==> config.mk <==
export PLATFORM = sky130hd
export DESIGN_NAME = mult_arbiter_flat
export DESIGN_NICKNAME = d
export VERILOG_FILES = /design/src/rtl/mult_pkg.sv /design/src/rtl/mult_arbiter_if.sv /design/src/rtl/mult_rr_arb.sv /design/src/rtl/mult_arbiter.sv /design/src/flat_wrapper.sv
export SDC_FILE = /design/constraint.sdc
export NUM_CORES = 1
export LEC_CHECK = 0
export CAP_MARGIN = 30
export CORE_UTILIZATION = 40
export CTS_CLUSTER_DIAMETER = 120
export DETAILED_ROUTE_END_ITERATION = 8
export HOLD_SLACK_MARGIN = 0.06
export PLACE_DENSITY = 0.76
export SLEW_MARGIN = 30
export SYNTH_ARGS = -nofsm -noshare
export SYNTH_HDL_FRONTEND = slang
export SYNTH_SLANG_ARGS = --single-unit
==> constraint.sdc <==
create_clock -name clock -period 2.53 [get_ports clock]
set_input_delay 0.506 -clock clock [delete_from_list [all_inputs] [get_ports clock]]
set_output_delay 0.506 -clock clock [all_outputs]
set_load 0.02 [all_outputs]
==> src/rtl/mult_pkg.sv <==
// Shared types and defaults for the multiplier sequencer/arbiter.
package mult_pkg;

  localparam int unsigned DataWDef   = 8;
  localparam int unsigned ResWDef    = 14;
  localparam int unsigned TimeoutDef = 64;
  localparam int unsigned SignW      = 4;

  typedef enum logic [1:0] {
    StIdle,
    StIssue,
    StWait,
    StResp
  } state_e;

  // Wait counter width; never below one bit so tiny timeouts still synthesize.
  function automatic int unsigned cnt_width(input int unsigned timeout);
    return (timeout > 1) ? $clog2(timeout) : 1;
  endfunction

  localparam int unsigned CntWDef = cnt_width(TimeoutDef);

endpackage

==> src/rtl/mult_arbiter_if.sv <==
// Requester-side handshake and shared response bus of the multiplier arbiter.
interface mult_arbiter_if #(
  parameter int unsigned DATA_W = mult_pkg::DataWDef,
  parameter int unsigned RES_W  = mult_pkg::ResWDef
);

  logic                       req0;
  logic                       req1;
  logic [DATA_W-1:0]          a0;
  logic [DATA_W-1:0]          b0;
  logic [DATA_W-1:0]          a1;
  logic [DATA_W-1:0]          b1;
  logic                       ack0;
  logic                       ack1;
  logic [RES_W-1:0]           rsp_result;
  logic [mult_pkg::SignW-1:0] rsp_sign;
  logic                       rsp_err;

  // Requester view.
  modport master (
    output req0, req1, a0, b0, a1, b1,
    input  ack0, ack1, rsp_result, rsp_sign, rsp_err
  );

  // Arbiter view.
  modport slave (
    input  req0, req1, a0, b0, a1, b1,
    output ack0, ack1, rsp_result, rsp_sign, rsp_err
  );

endinterface

==> src/rtl/mult_rr_arb.sv <==
// Two-way round-robin grant; the mask blocks the last-served requester for one cycle.
module mult_rr_arb (
  input  logic req0,
  input  logic req1,
  input  logic mask,
  input  logic grant_id,
  output logic gnt_vld,
  output logic gnt_id
);

  logic eff0;
  logic eff1;

  // Apply the mask, then break a tie against the requester served last.
  always_comb begin
    eff0    = req0 & ~(mask & ~grant_id);
    eff1    = req1 & ~(mask & grant_id);
    gnt_vld = eff0 | eff1;
    gnt_id  = 1'b0;
    if (eff0 && eff1) begin
      gnt_id = ~grant_id;
    end else if (eff1) begin
      gnt_id = 1'b1;
    end
  end

endmodule

==> src/rtl/mult_arbiter.sv <==
// Sequencer/arbiter in front of the shared Multiplier: grants one requester,
// pulses start, waits for done under a watchdog and returns the result.
module mult_arbiter
  import mult_pkg::*;
#(
  parameter int unsigned DATA_W  = DataWDef,
  parameter int unsigned RES_W   = ResWDef,
  parameter int unsigned TIMEOUT = TimeoutDef
) (
  input  logic              clock,
  input  logic              rst_n,
  mult_arbiter_if.slave     bus,
  output logic              mul_start,
  output logic [DATA_W-1:0] mul_multiplier,
  output logic [DATA_W-1:0] mul_multiplicand,
  input  logic              mul_done,
  input  logic [RES_W-1:0]  mul_result,
  input  logic [SignW-1:0]  mul_sign,
  output logic              busy,
  output logic              grant_id
);

  localparam int unsigned CntW = cnt_width(TIMEOUT);

  state_e            state_q;
  logic              mask_q;
  logic [CntW-1:0]   wait_cnt_q;
  logic              ack0_q;
  logic              ack1_q;
  logic              start_q;
  logic              busy_q;
  logic              grant_id_q;
  logic [DATA_W-1:0] mul_a_q;
  logic [DATA_W-1:0] mul_b_q;
  logic [RES_W-1:0]  rsp_result_q;
  logic [SignW-1:0]  rsp_sign_q;
  logic              rsp_err_q;

  logic gnt_vld;
  logic gnt_id;
  logic done_ok;
  logic expired;

  mult_rr_arb u_rr_arb (
    .req0     (bus.req0),
    .req1     (bus.req1),
    .mask     (mask_q),
    .grant_id (grant_id_q),
    .gnt_vld  (gnt_vld),
    .gnt_id   (gnt_id)
  );

  // A done level in the first WAIT cycle may be left over from a previous op.
  assign done_ok = mul_done && (wait_cnt_q != '0);
  assign expired = (wait_cnt_q == CntW'(TIMEOUT - 1));

  // Control FSM with all outputs registered.
  always_ff @(posedge clock or negedge rst_n) begin
    if (!rst_n) begin
      state_q      <= StIdle;
      mask_q       <= 1'b0;
      wait_cnt_q   <= '0;
      ack0_q       <= 1'b0;
      ack1_q       <= 1'b0;
      start_q      <= 1'b0;
      busy_q       <= 1'b0;
      grant_id_q   <= 1'b1;
      mul_a_q      <= '0;
      mul_b_q      <= '0;
      rsp_result_q <= '0;
      rsp_sign_q   <= '0;
      rsp_err_q    <= 1'b0;
    end else begin
      start_q <= 1'b0;
      ack0_q  <= 1'b0;
      ack1_q  <= 1'b0;
      unique case (state_q)
        StIdle: begin
          mask_q <= 1'b0;
          if (gnt_vld) begin
            state_q    <= StIssue;
            busy_q     <= 1'b1;
            start_q    <= 1'b1;
            grant_id_q <= gnt_id;
            mul_a_q    <= gnt_id ? bus.a1 : bus.a0;
            mul_b_q    <= gnt_id ? bus.b1 : bus.b0;
          end
        end
        StIssue: begin
          state_q    <= StWait;
          wait_cnt_q <= '0;
        end
        StWait: begin
          if (done_ok) begin
            state_q      <= StResp;
            rsp_result_q <= mul_result;
            rsp_sign_q   <= mul_sign;
            rsp_err_q    <= 1'b0;
            ack0_q       <= ~grant_id_q;
            ack1_q       <= grant_id_q;
          end else if (expired) begin
            state_q      <= StResp;
            rsp_result_q <= '0;
            rsp_sign_q   <= '0;
            rsp_err_q    <= 1'b1;
            ack0_q       <= ~grant_id_q;
            ack1_q       <= grant_id_q;
          end else begin
            wait_cnt_q <= wait_cnt_q + CntW'(1);
          end
        end
        StResp: begin
          state_q <= StIdle;
          busy_q  <= 1'b0;
          mask_q  <= 1'b1;
        end
        default: state_q <= StIdle;
      endcase
    end
  end

  assign mul_start        = start_q;
  assign mul_multiplier   = mul_a_q;
  assign mul_multiplicand = mul_b_q;
  assign busy             = busy_q;
  assign grant_id         = grant_id_q;
  assign bus.ack0         = ack0_q;
  assign bus.ack1         = ack1_q;
  assign bus.rsp_result   = rsp_result_q;
  assign bus.rsp_sign     = rsp_sign_q;
  assign bus.rsp_err      = rsp_err_q;

endmodule
==> src/flat_wrapper.sv <==
// flat-port wrapper written by rule: the top's interface ports become plain ports
module mult_arbiter_flat import mult_pkg::*;
#(
  parameter int unsigned DATA_W  = DataWDef,
  parameter int unsigned RES_W   = ResWDef,
  parameter int unsigned TIMEOUT = TimeoutDef
)
  (clock, rst_n, mul_start, mul_multiplier, mul_multiplicand, mul_done, mul_result, mul_sign, busy, grant_id, bus_req0, bus_req1, bus_a0, bus_b0, bus_a1, bus_b1, bus_ack0, bus_ack1, bus_rsp_result, bus_rsp_sign, bus_rsp_err);
  mult_arbiter_if #(.DATA_W(DATA_W), .RES_W(RES_W)) bus_i ();
  input  logic clock;
  input  logic rst_n;
  output logic mul_start;
  output logic [DATA_W-1:0] mul_multiplier;
  output logic [DATA_W-1:0] mul_multiplicand;
  input  logic mul_done;
  input  logic [RES_W-1:0] mul_result;
  input  logic [SignW-1:0] mul_sign;
  output logic busy;
  output logic grant_id;
  input wire logic [$bits(bus_i.req0)-1:0] bus_req0;
  input wire logic [$bits(bus_i.req1)-1:0] bus_req1;
  input wire logic [$bits(bus_i.a0)-1:0] bus_a0;
  input wire logic [$bits(bus_i.b0)-1:0] bus_b0;
  input wire logic [$bits(bus_i.a1)-1:0] bus_a1;
  input wire logic [$bits(bus_i.b1)-1:0] bus_b1;
  output wire logic [$bits(bus_i.ack0)-1:0] bus_ack0;
  output wire logic [$bits(bus_i.ack1)-1:0] bus_ack1;
  output wire logic [$bits(bus_i.rsp_result)-1:0] bus_rsp_result;
  output wire logic [$bits(bus_i.rsp_sign)-1:0] bus_rsp_sign;
  output wire logic [$bits(bus_i.rsp_err)-1:0] bus_rsp_err;
  assign bus_i.req0 = bus_req0;
  assign bus_i.req1 = bus_req1;
  assign bus_i.a0 = bus_a0;
  assign bus_i.b0 = bus_b0;
  assign bus_i.a1 = bus_a1;
  assign bus_i.b1 = bus_b1;
  assign bus_ack0 = bus_i.ack0;
  assign bus_ack1 = bus_i.ack1;
  assign bus_rsp_result = bus_i.rsp_result;
  assign bus_rsp_sign = bus_i.rsp_sign;
  assign bus_rsp_err = bus_i.rsp_err;
  mult_arbiter #(.DATA_W(DATA_W), .RES_W(RES_W), .TIMEOUT(TIMEOUT)) u_core (.clock(clock), .rst_n(rst_n), .bus(bus_i), .mul_start(mul_start), .mul_multiplier(mul_multiplier), .mul_multiplicand(mul_multiplicand), .mul_done(mul_done), .mul_result(mul_result), .mul_sign(mul_sign), .busy(busy), .grant_id(grant_id));
endmodule
==> results of run 1 <==
## power by group through the flow
stage | logic [mW] | clock network (mW) | registers [mW]
floorplan | 0.827 | 0 | 1.67
global placement | 2.01 | 0 | 1.32
detailed placement | 2.04 | 0 | 1.33
CTS | 2.05 | 0.575 | 1.32
global route | 2.18 | 0.600 | 1.36
finish | 2.02 | 0.556 | 1.32
## Yosys cell counts, drive strengths merged, types with 2 or more instances
| cell | instances | area share |
|---|---|---|
| a22o | 18 | 0.070 |
| clkbuf | 2 | 0.0034 |
| nor2 | 25 | 0.042 |
| nor4 | 2 | 0.0056 |
| ha | 6 | 0.034 |
| nand3 | 3 | 0.0067 |
| o32a | 2 | 0.0089 |
| mux2i | 19 | 0.085 |
| a31o | 2 | 0.0078 |
| o21ai | 4 | 0.014 |
| a21oi | 22 | 0.049 |
| a31oi | 3 | 0.0084 |
| nand2b | 2 | 0.0089 |
| nand2 | 5 | 0.0095 |
| buf | 7 | 0.021 |
| nor3 | 2 | 0.0045 |
| inv | 9 | 0.015 |
| and3 | 4 | 0.011 |
| dfrtp | 48 | 0.54 |
## layout make-up
type | count | area share
Inverter | 9 | 0.0101
Timing Repair Buffer | 97 | 0.286
Clock buffer | 5 | 0.0205
Sequential cell | 49 | 0.366
Tap cell | 70 | 0.0261
Clock inverter | 3 | 0.0131
Multi-Input combinational cell | 128 | 0.278
## worst register-to-register path, cell delays in order (launching register included)
cell and delay (ns):
dfrtp_1 0.43, inv_1 0.12, ha_1 0.21, nand2b_4 0.07, o41a_4 0.40, o21ai_4 0.47
a22o_1 0.23
## cells by family after synthesis
family          Yosys count
compound gates           60
flops                    49
mux                      19
fa+ha+maj                 6
simple gates             43
buf+inv                  18
## state kept, by name, summed over array words and instances, names as in the netlist
register                 count
u_core.bus.rsp_result       14
u_core.grant_id              1
u_core.wait_cnt_q            6
u_core.bus.ack0              1
u_core.state_q               2
u_core.mul_multiplier        8
u_core.mul_multiplicand      8
u_core.mul_start             1
u_core.bus.ack1              1
u_core.bus.rsp_err           1
u_core.mask_q                1
u_core.busy                  1
u_core.bus.rsp_sign          4
## final timing paths
check / start / end / slack (ns) / cells after the start
worst min-delay path: rst_n / u_core.bus.rsp_result[11]$_DFFE_PN0P_ / 0.29 / 2
max in group asynchronous: rst_n / u_core.wait_cnt_q[4]$_DFFE_PN0P_ / 1.83 / 2
worst min register to register: u_core.bus.rsp_err$_DFFE_PN0P_ / u_core.bus.rsp_err$_DFFE_PN0P_ / 0.50 / 2
min in group clock: u_core.bus.rsp_err$_DFFE_PN0P_ / u_core.bus.rsp_err$_DFFE_PN0P_ / 0.50 / 2
worst max register to register: u_core.wait_cnt_q[0]$_DFFE_PN0P_ / u_core.bus.rsp_result[8]$_DFFE_PN0P_ / 0.53 / 6
worst max-delay path: u_core.grant_id$_DFFE_PN1P_ / grant_id / 0.50 / 1
## layer usage
layer,vias to the layer above,GRT usage,share of wire
met3,3,0.0643,0.087
met5,-,0,0
met4,0,0.0327,0.0066
met1,842,0.216,0.45
met2,77,0.292,0.46
li1,900,-,-
## placed cells by master, fill, tap and decap left out, drive strengths merged, types with 3 or more instances in the layout
master / count
ha: 6
inv: 10
buf: 4
a22o: 18
nand2: 5
dfrtp: 48
nor2: 25
clkbuf: 5
nand3: 3
and3: 4
mux2i: 19
o21ai: 4
a21oi: 22
clkdlybuf4s50: 93
a31oi: 3
## through the flow
stage	hold slack, ns	util	std cells	setup slack (ns)
final	0.295	0.640	361	0.504
after global routing	0.354	0.640	361	0.387
after CTS	0.306	0.640	361	0.476
after detailed placement	0.489	0.618	353	0.468
after global placement	0.486	0.618	353	0.514
after floorplan	0.210	-	195	0.765
==> PnR_summary.wiki, run 1 <==
{| class="wikitable"
! Metric !! Value
|-
| Post-cts gate resize count || 0
|-
| Post-synthesis mux area share || 0.0850
|-
| Clock tree from TritonCTS || done
|-
| Fraction of power consumed by combinational cells || 0.519
|-
| Clock period minus final worst setup slack || 2.03 ns
|-
| Power per standard cell area || 1160 nW/um2
|-
| Number of flops mapped to enable cells by yosys || 0
|-
| Setup repair after global routing missed its margin || no
|-
| CP max stage delay || 0.62 ns
|-
| Filler cell count || 440
|-
| Period utilization || 0.801
|-
| Post-synthesis instance total || 195
|-
| Number of global-route vias before repair || 1772
|-
| Final layout net count || 351
|-
| Clock buffer count from CTS || 5
|-
| Initial standard-cell utilization of the core || 0.427
|-
| Total power draw || 3.89 mW
|-
| Overall die width || 76.8 um
|-
| Critical Path End Type || primary output
|-
| Final design area excluding fillers || 3350 um2
|-
| Via-to-Cell Ratio || 5.05
|-
| Critical path buffer and inverter count || 1
|-
| Routed wire per std cell || 14.2 um
|-
| # hold bufs at CTS || 0
|-
| Largest vdd supply drop || 0.500 mV
|-
| Simple-Gate Fraction of Synth Area || 0.0883
|-
| Yosys warning total || 0
|-
| Run status || finished clean
|-
| Portion of total power attributed to the clock network || 0.143
|-
| Synthesized flop and latch total || 49
|-
| Gr ovfl total || 0
|-
| Path class of the lowest-slack min-delay path || in2async
|-
| Data required time of the worst path || 2.02 ns
|-
| Area occupied by multi-input gates || 930 um2
|-
| Final weighted congestion in routability-driven placement || 0.885
|-
| Max transition margin || 0.599
|-
| Number of antenna violations at the first check in global routing || 0
|-
| Antenna viol nets, final || 0
|-
| Sequence of cells on the critical path || clkdlybuf4s50_1
|-
| Iteration-0 DRC Markers || 109
|-
| Placement row count || 26
|-
| Slowest stage cell, crit path || clkdlybuf4s50_1
|-
| Number of maximum-capacitance violations || 0
|-
| Post-detailed-placement half-perimeter wirelength || 3.72 mm
|-
| Main combinational cell family by area after synthesis || compound AO/OA/AOI/OAI gates
|-
| Sinks on the clock net || 49
|-
| Mapped Nets || 256
|-
| Biggest fanout along the worst timing path || 7
|-
| First-pass GRT wire length || 8.26 mm
|-
| Sequential Area || 1230 um2
|-
| Global Route Usage Sum || 0.174
|-
| I/O pin count || 95
|-
| Fraction of synthesis flops using an asynchronous set or reset pin || 1.00
|-
| WS Path Type || reg2out
|-
| Average cell area after synthesis || 11.5 um2
|-
| Area growth from synthesis to layout || 49.6%
|-
| Post-Syn Area || 2240 um2
|-
| DRC || 0
|-
| Leak || 1.49 nW
|-
| Fin. Hold Viols || 0
|-
| Skew-Pair Late Insertion Delay || 0.30 ns
|-
| Layout cell share with drive strength beyond 1 || 0.0687
|-
| Final total negative setup slack || 0 ns
|-
| Pin count of the biggest net entering global routing || 50
|-
| Core Area || 5240 um2
|-
| Synth unique cells || 35
|-
| Compound-Gate Fraction of Synth Area || 0.205
|-
| Crit path arrival time || 1.52 ns
|-
| Measured slew at the worst slew-check pin || 0.602 ns
|-
| Number of antenna repair diodes || 0
|-
| Proportion of total power due to net switching || 0.385
|-
| Library cell used as clock root buffer || clkbuf_8
|-
| Wire length reported by the detailed router || 5.12 mm
|-
| Placed Instance Area || 3240 um2
|-
| Final setup violation count || 0
|-
| Routed vias || 1822
|-
| Timing-limited maximum frequency || 0.494 GHz
|-
| Clock tree skew after final layout || 0.0136 ns
|-
| Crit path max-delay family || buffers and inverters
|-
| Startpoint kind of the worst setup timing path || flip-flop
|-
| Number of H-tree levels || 2
|-
| Xor/xnor cell area share of the yosys netlist || 0
|-
| Internal || 2.39 mW
|-
| Die footprint || 5900 um2
|-
| Pre-Repair DR Iteration Count || 4
|-
| Proportion of synthesized chip area in sequential cells || 0.548
|-
| Fraction of the mapped netlist area in adder cells || 0.0335
|-
| Number of setup buffers added after CTS || 0
|-
| Longest Clk Path Bufs || 2
|-
| Count of input and output buffers || 94
|-
| Max Transition Viols Final || 0
|-
| Power share of the sequential group || 0.338
|-
| Clock-pin slew of the registers on the worst-case setup and hold paths || 0.10 ns
|-
| Most used DFF post-synth || dfrtp_1
|-
| Net Sw Power || 1.50 mW
|-
| Height of the die || 76.8 um
|}
(Power assumes the default switching activity.)
==> inputs of run 2 (changes only) <==
Clock period 2.53 ns to 2 ns, I/O delays scaled along.
==> run 2 against run 1 <==
Critical path depth did not move; final cell count rose by 1.9%; die area did not move; register-to-register slack got worse by 0.37 ns; core utilization rose by 1.5 points; first-iteration DRC count rose by 42%; non-clock buffer count rose by 7; sequential share of layout area fell by 0.82 points; hold slack improved by 0.21 ns; setup slack got worse by 0.45 ns; total power rose by 26%; critical endpoint unchanged.
==> PnR_summary.wiki, run 2 (synthesis gave the netlist of run 1 again) <==
{| class="wikitable"
! Metric !! Value
|-
| Routed wire per std cell || 14.3 um (+1.1%)
|-
| Wire length reported by the detailed router || 5.28 mm (+3.1%)
|-
| Most common library cell in the layout ignoring fill and taps || clkdlybuf4s50_1
|-
| CP max stage delay || 0.63 ns (about the same)
|-
| WS Path Type || reg2out
|-
| First-pass GRT wire length || 8.72 mm (+5.6%)
|-
| Measured slew at the worst slew-check pin || 0.423 ns (-0.178 ns)
|-
| Initial standard-cell utilization of the core || 0.427 (unchanged)
|-
| Placement row count || 26 (unchanged)
|-
| Final setup violation count || 0 (unchanged)
|-
| Global Route Usage Sum || 0.187 (+0.0123)
|-
| Max Transition Viols Final || 0 (unchanged)
|-
| Number of global-route vias before repair || 1900 (+7.2%)
|-
| Crit path max-delay family || buffers and inverters
|-
| Final total negative setup slack || 0 ns (unchanged)
|-
| Crit path arrival time || 1.54 ns (+0.02 ns)
|-
| Setup repair after global routing missed its margin || no
|-
| Routed vias || 1884 (+3.4%)
|-
| Power per standard cell area || 1430 nW/um2 (+23%)
|-
| Max transition margin || 0.715 (+0.116)
|-
| Core Area || 5240 um2 (unchanged)
|-
| Run status || finished clean
|-
| Flip-flop count of the largest register after layout || 14 (unchanged)
|-
| Clock-pin slew of the registers on the worst-case setup and hold paths || 0.09 ns (about the same)
|-
| Pre-Repair DR Iteration Count || 4 (unchanged)
|-
| Critical Path End Type || primary output
|-
| Sinks on the clock net || 49 (unchanged)
|-
| Number of maximum-capacitance violations || 0 (unchanged)
|-
| Data required time of the worst path || 1.60 ns (-0.42 ns)
|-
| Height of the die || 76.8 um (unchanged)
|-
| Utilization of the core after routing || 0.654 (+0.0146)
|-
| Clock period minus final worst setup slack || 1.94 ns
|-
| Area growth from synthesis to layout || 53.0%
|-
| Overall die width || 76.8 um (unchanged)
|-
| Pin count of the biggest net entering global routing || 34 (-32%)
|-
| Antenna viol nets, final || 0 (unchanged)
|-
| Startpoint kind of the worst setup timing path || flip-flop
|-
| Iteration-0 DRC Markers || 155 (+42%)
|-
| Path class of the lowest-slack min-delay path || reg2reg
|-
| Fin. Hold Viols || 0 (unchanged)
|-
| Leak || 1.52 nW (+2.1%)
|-
| Critical path buffer and inverter count || 1 (unchanged)
|-
| Most frequent cells in the layout || clkdlybuf4s50_1 (93), dfrtp_1 (48), nor2_1 (25), a21oi_1 (22), mux2i_1 (19)
|-
| Timing-limited maximum frequency || 0.514 GHz
|-
| Slowest stage cell, crit path || clkdlybuf4s50_1
|-
| Largest vdd supply drop || 0.649 mV (+30%)
|-
| Number of antenna violations at the first check in global routing || 0 (unchanged)
|-
| Number of antenna repair diodes || 0 (unchanged)
|-
| Via-to-Cell Ratio || 5.12 (+1.4%)
|-
| Post-detailed-placement half-perimeter wirelength || 4.03 mm (+8.3%)
|-
| Clock tree skew after final layout || 0.00943 ns (-0.00419 ns)
|-
| Clock buffer count from CTS || 5 (unchanged)
|-
| Final weighted congestion in routability-driven placement || 0.953 (+7.7%)
|-
| Period utilization || 0.972
|-
| DRC || 0 (unchanged)
|-
| Die footprint || 5900 um2 (unchanged)
|-
| Biggest fanout along the worst timing path || 7 (unchanged)
|-
| I/O pin count || 95 (unchanged)
|-
| Number of H-tree levels || 2 (unchanged)
|-
| Clock tree from TritonCTS || done
|-
| Library cell used as clock root buffer || clkbuf_8
|-
| Post-cts gate resize count || 0 (unchanged)
|-
| Layout cell share with drive strength beyond 1 || 0.0805 (+0.0118)
|-
| Longest Clk Path Bufs || 2 (unchanged)
|-
| Final layout net count || 358 (+2.0%)
|-
| Skew-Pair Late Insertion Delay || 0.30 ns (about the same)
|-
| Sequence of cells on the critical path || clkdlybuf4s50_1
|-
| Count of input and output buffers || 94 (unchanged)
|-
| Gr ovfl total || 0 (unchanged)
|}
-- run 2: cell count changes in the layout (fill, tap and decap cells not counted) --
cell           previous run  this run
buf_12                    0         4
buf_4                     3         5
bufinv_16                 1         0
clkbuf_1                  0         2
clkinv_2                  1         0
clkinvlp_4                0         1
dlygate4sd3_1             0         1
inv_6                     1         0
-- run 2: path summary, 6_finish.rpt --
kind / start / slack [ns] / endpoint / depth (start not counted)
max: u_core.grant_id$_DFFE_PN1P_ / 0.06 / grant_id / 1
min: u_core.bus.rsp_sign[3]$_DFFE_PN0P_ / 0.51 / u_core.bus.rsp_sign[3]$_DFFE_PN0P_ / 1
max reg2reg: u_core.wait_cnt_q[0]$_DFFE_PN0P_ / 0.16 / u_core.state_q[0]$_DFFE_PN0P_ / 6
min reg2reg: u_core.bus.rsp_sign[3]$_DFFE_PN0P_ / 0.51 / u_core.bus.rsp_sign[3]$_DFFE_PN0P_ / 1
max in group asynchronous: rst_n / 0.88 / u_core.grant_id$_DFFE_PN1P_ / 3
min in group asynchronous: rst_n / 0.54 / u_core.mul_multiplicand[1]$_DFFE_PN0P_ / 2
-- run 2: timing repair --
item / CTS / global route
hold buffers: 1 / 0
setup buffers: 0 / 0
hold endpoints to repair: 13 / 0
-- run 2: per-layer routing --
layer / track usage / routed length, um
met5: 0 / 0
met4: 0.0365 / 34
met3: 0.0619 / 504
met2: 0.314 / 2390
met1: 0.233 / 2350
-- run 2: per-stage QoR --
step / cells / power [mW] / hold WS (ns) / worst slack, ns / cell area [um2]
after global placement: 359 / 4.32 / 0.319 / 0.146 / 3330
after floorplan: 195 / 3.16 / 0.104 / 0.235 / 2240
after CTS: 368 / 4.97 / 0.514 / 0.0445 / 3430
after detailed placement: 359 / 4.40 / 0.320 / 0.0658 / 3330
after global routing: 368 / 5.24 / 0.534 / 0.0127 / 3430
final: 368 / 4.91 / 0.508 / 0.0557 / 3430
-- run 2: cell type report --
type                       count  area, um2
clock buffer                   7       76.3
clock inverter                 1       7.51
fill                         427       1810
inverter                       9       33.8
multi-input combinational    128        930
sequential                    49       1230
tap                           70       87.6
timing repair buffer         104       1060
-- run 2: report_power, final --
| part | switching, mW | internal [mW] | leakage (nW) |
|---|---|---|---|
| Combinational | 1.35 | 1.33 | 0.882 |
| Clock | 0.313 | 0.248 | 0.0385 |
| Sequential | 0.256 | 1.42 | 0.597 |
| Total | 1.92 | 2.99 | 1.52 |
==> inputs of run 3 (changes only) <==
Settings changed: CAP_MARGIN 30 to default, CTS_BUF_LIST from default to sky130_fd_sc_hd__clkbuf_4, MAX_ROUTING_LAYER from default to met4.
==> run 3 against run 2 <==
Total power shrank 2.2%; core utilization shrank 0.48 points; global-route usage grew 0.38 points; hold slack lost 0.034 ns; critical path depth grew 5; clock power shrank 17%; critical endpoint is now u_core.state_q[0]$_DFFE_PN0P_; largest power group unchanged.
==> PnR_summary.wiki, run 3 (synthesis gave the netlist of run 1 again) <==
{| class="wikitable"
! Metric !! Value
|-
| First-pass GRT wire length || 8.69 mm (-0.31%)
|-
| Skew-Pair Late Insertion Delay || 0.36 ns (+0.06 ns)
|-
| Most common library cell in the layout ignoring fill and taps || clkdlybuf4s50_1
|-
| Max transition margin || 0.720 (+0.00518)
|-
| Placed cell count || 359 (unchanged)
|-
| Sequential Area || 1230 um2 (unchanged)
|-
| Area growth from synthesis to layout || 51.9%
|-
| Iteration-0 DRC Markers || 114 (-26%)
|-
| Total power draw || 4.80 mW (-2.2%)
|-
| Flip-flop count of the largest register after layout || 14 (unchanged)
|-
| Final weighted congestion in routability-driven placement || 0.970 (+1.8%)
|-
| Sequence of cells on the critical path || inv_1, ha_1, nand2b_4, o41a_4, o32a_1, o32a_1
|-
| Placement row count || 26 (unchanged)
|-
| Number of antenna repair diodes || 0 (unchanged)
|-
| CP max stage delay || 0.44 ns (-0.19 ns)
|-
| Final setup violation count || 0 (unchanged)
|-
| Final total negative setup slack || 0 ns (unchanged)
|-
| I/O pin count || 95 (unchanged)
|-
| Path class of the lowest-slack min-delay path || in2async
|-
| Run status || finished clean
|-
| Final design area excluding fillers || 3400 um2 (-0.73%)
|-
| Pin count of the biggest net entering global routing || 34 (unchanged)
|-
| Startpoint kind of the worst setup timing path || flip-flop
|-
| Library cell used as clock root buffer || clkbuf_4
|-
| Gr ovfl total || 0 (unchanged)
|-
| Global Route Usage Sum || 0.190 (+0.00384)
|-
| Measured slew at the worst slew-check pin || 0.415 ns (-0.00769 ns)
|-
| Power per standard cell area || 1410 nW/um2 (-1.5%)
|-
| Die footprint || 5900 um2 (unchanged)
|-
| Crit path arrival time || 2.11 ns (+0.57 ns)
|-
| WS Path Type || reg2reg
|-
| Most frequent cells in the layout || clkdlybuf4s50_1 (92), dfrtp_1 (48), nor2_1 (25), a21oi_1 (22), mux2i_1 (19)
|-
| Pre-Repair DR Iteration Count || 4 (unchanged)
|-
| Max Transition Viols Final || 0 (unchanged)
|-
| Layout cell share with drive strength beyond 1 || 0.0872 (+0.00671)
|-
| Period utilization || 0.924 (-0.0481)
|-
| Biggest fanout along the worst timing path || 5 (-2)
|-
| Clock tree from TritonCTS || done
|-
| Antenna viol nets, final || 0 (unchanged)
|-
| Overall die width || 76.8 um (unchanged)
|-
| Clock buffer count from CTS || 5 (unchanged)
|-
| Area occupied by multi-input gates || 930 um2 (unchanged)
|-
| Critical path buffer and inverter count || 1 (unchanged)
|-
| Sinks on the clock net || 49 (unchanged)
|-
| Clock tree skew after final layout || 0.00941 ns (-0.0000227 ns)
|-
| Longest Clk Path Bufs || 2 (unchanged)
|-
| Height of the die || 76.8 um (unchanged)
|-
| Routed vias || 1887 (+0.16%)
|-
| Number of antenna violations at the first check in global routing || 0 (unchanged)
|-
| Slowest stage cell, crit path || dfrtp_1
|-
| Final layout net count || 358 (unchanged)
|-
| Non-filler instance count after layout || 368 (unchanged)
|-
| Placed Instance Area || 3330 um2 (unchanged)
|-
| Timing-limited maximum frequency || 0.541 GHz (+5.2%)
|-
| Setup repair after global routing missed its margin || no
|-
| Data required time of the worst path || 2.26 ns (+0.66 ns)
|-
| Filler cell count || 431 (+0.94%)
|-
| Critical Path End Type || flip-flop
|-
| DRC || 0 (unchanged)
|-
| Initial standard-cell utilization of the core || 0.427 (unchanged)
|-
| Clock period minus final worst setup slack || 1.85 ns (-0.0962 ns)
|-
| Number of global-route vias before repair || 1900 (unchanged)
|-
| Largest vdd supply drop || 0.635 mV (-2.2%)
|-
| Final Hold Slack || 0.473 ns (-0.0344 ns)
|-
| Routed wire per std cell || 14.3 um (-0.17%)
|-
| Top cell by count, worst path || o32a_1
|-
| Fin. Hold Viols || 0 (unchanged)
|-
| Number of H-tree levels || 2 (unchanged)
|-
| Count of input and output buffers || 94 (unchanged)
|-
| Post-detailed-placement half-perimeter wirelength || 4.03 mm (unchanged)
|-
| Leak || 1.51 nW (-0.35%)
|-
| Wire length reported by the detailed router || 5.27 mm (-0.17%)
|-
| Clock-pin slew of the registers on the worst-case setup and hold paths || 0.14 ns (+0.05 ns)
|-
| Via-to-Cell Ratio || 5.13 (+0.16%)
|-
| Crit path max-delay family || compound AO/OA/AOI/OAI gates
|-
| Number of maximum-capacitance violations || 0 (unchanged)
|-
| Core Area || 5240 um2 (unchanged)
|}
-- run 3: changes by cell type in the layout (fill, tap and decap cells not counted), sizes merged --
| cell | change |
|---|---|
| clkdlybuf4s50 | -1 |
| dlygate4sd2 | +1 |
-- run 3: final cells by class --
cell class	instances	area share
Inverter	9	0.00993
Tap cell	70	0.0258
Sequential cell	49	0.361
Clock inverter	1	0.00221
Timing Repair Buffer	104	0.312
Multi-Input combinational cell	128	0.273
Clock buffer	7	0.0155
-- run 3: power by group --
group / switching [mW] / internal (mW)
clock: 0.296 / 0.166
combinational: 1.35 / 1.32
sequential: 0.255 / 1.41
-- run 3: final timing paths --
kind                                                          from                                endpoint  slack, ns  cells after the start
worst max-delay path              u_core.wait_cnt_q[0]$_DFFE_PN0P_           u_core.state_q[0]$_DFFE_PN0P_       0.15                      6
worst min-delay path                                         rst_n  u_core.mul_multiplicand[2]$_DFFE_PN0P_       0.47                      2
worst max register to register    u_core.wait_cnt_q[0]$_DFFE_PN0P_           u_core.state_q[0]$_DFFE_PN0P_       0.15                      6
worst min register to register  u_core.bus.rsp_sign[1]$_DFFE_PN0P_      u_core.bus.rsp_sign[1]$_DFFE_PN0P_       0.52                      1
max in group asynchronous                                    rst_n             u_core.grant_id$_DFFE_PN1P_       0.95                      3
min in group clock              u_core.bus.rsp_sign[1]$_DFFE_PN0P_      u_core.bus.rsp_sign[1]$_DFFE_PN0P_       0.52                      1
-- run 3: stage by stage --
stage | util | setup WS (ns)
3_5_place_dp | 0.636 | 0.0658
3_3_place_gp | 0.636 | 0.146
4_1_cts | 0.649 | 0.152
5_1_grt | 0.649 | 0.0664
6_report | 0.649 | 0.152
2_1_floorplan | - | 0.235
-- run 3: per-layer routing --
metal	share of wire	up-vias	wire length, um	global-route usage
met5	0	-	0	-
li1	-	913	-	-
met1	0.45	885	2350	0.230
met2	0.45	85	2390	0.315
met3	0.096	4	505	0.0583
met4	0.0055	0	29	0.0365
-- run 3: timing repair --
| action | 4_1_cts | 5_1_grt |
|---|---|---|
| setup endpoints to repair | 1 | 0 |
| setup buffers | 0 | 0 |
| gates resized for setup | 1 | 0 |
| hold buffers | 1 | 0 |
| hold endpoints to repair | 13 | 0 |
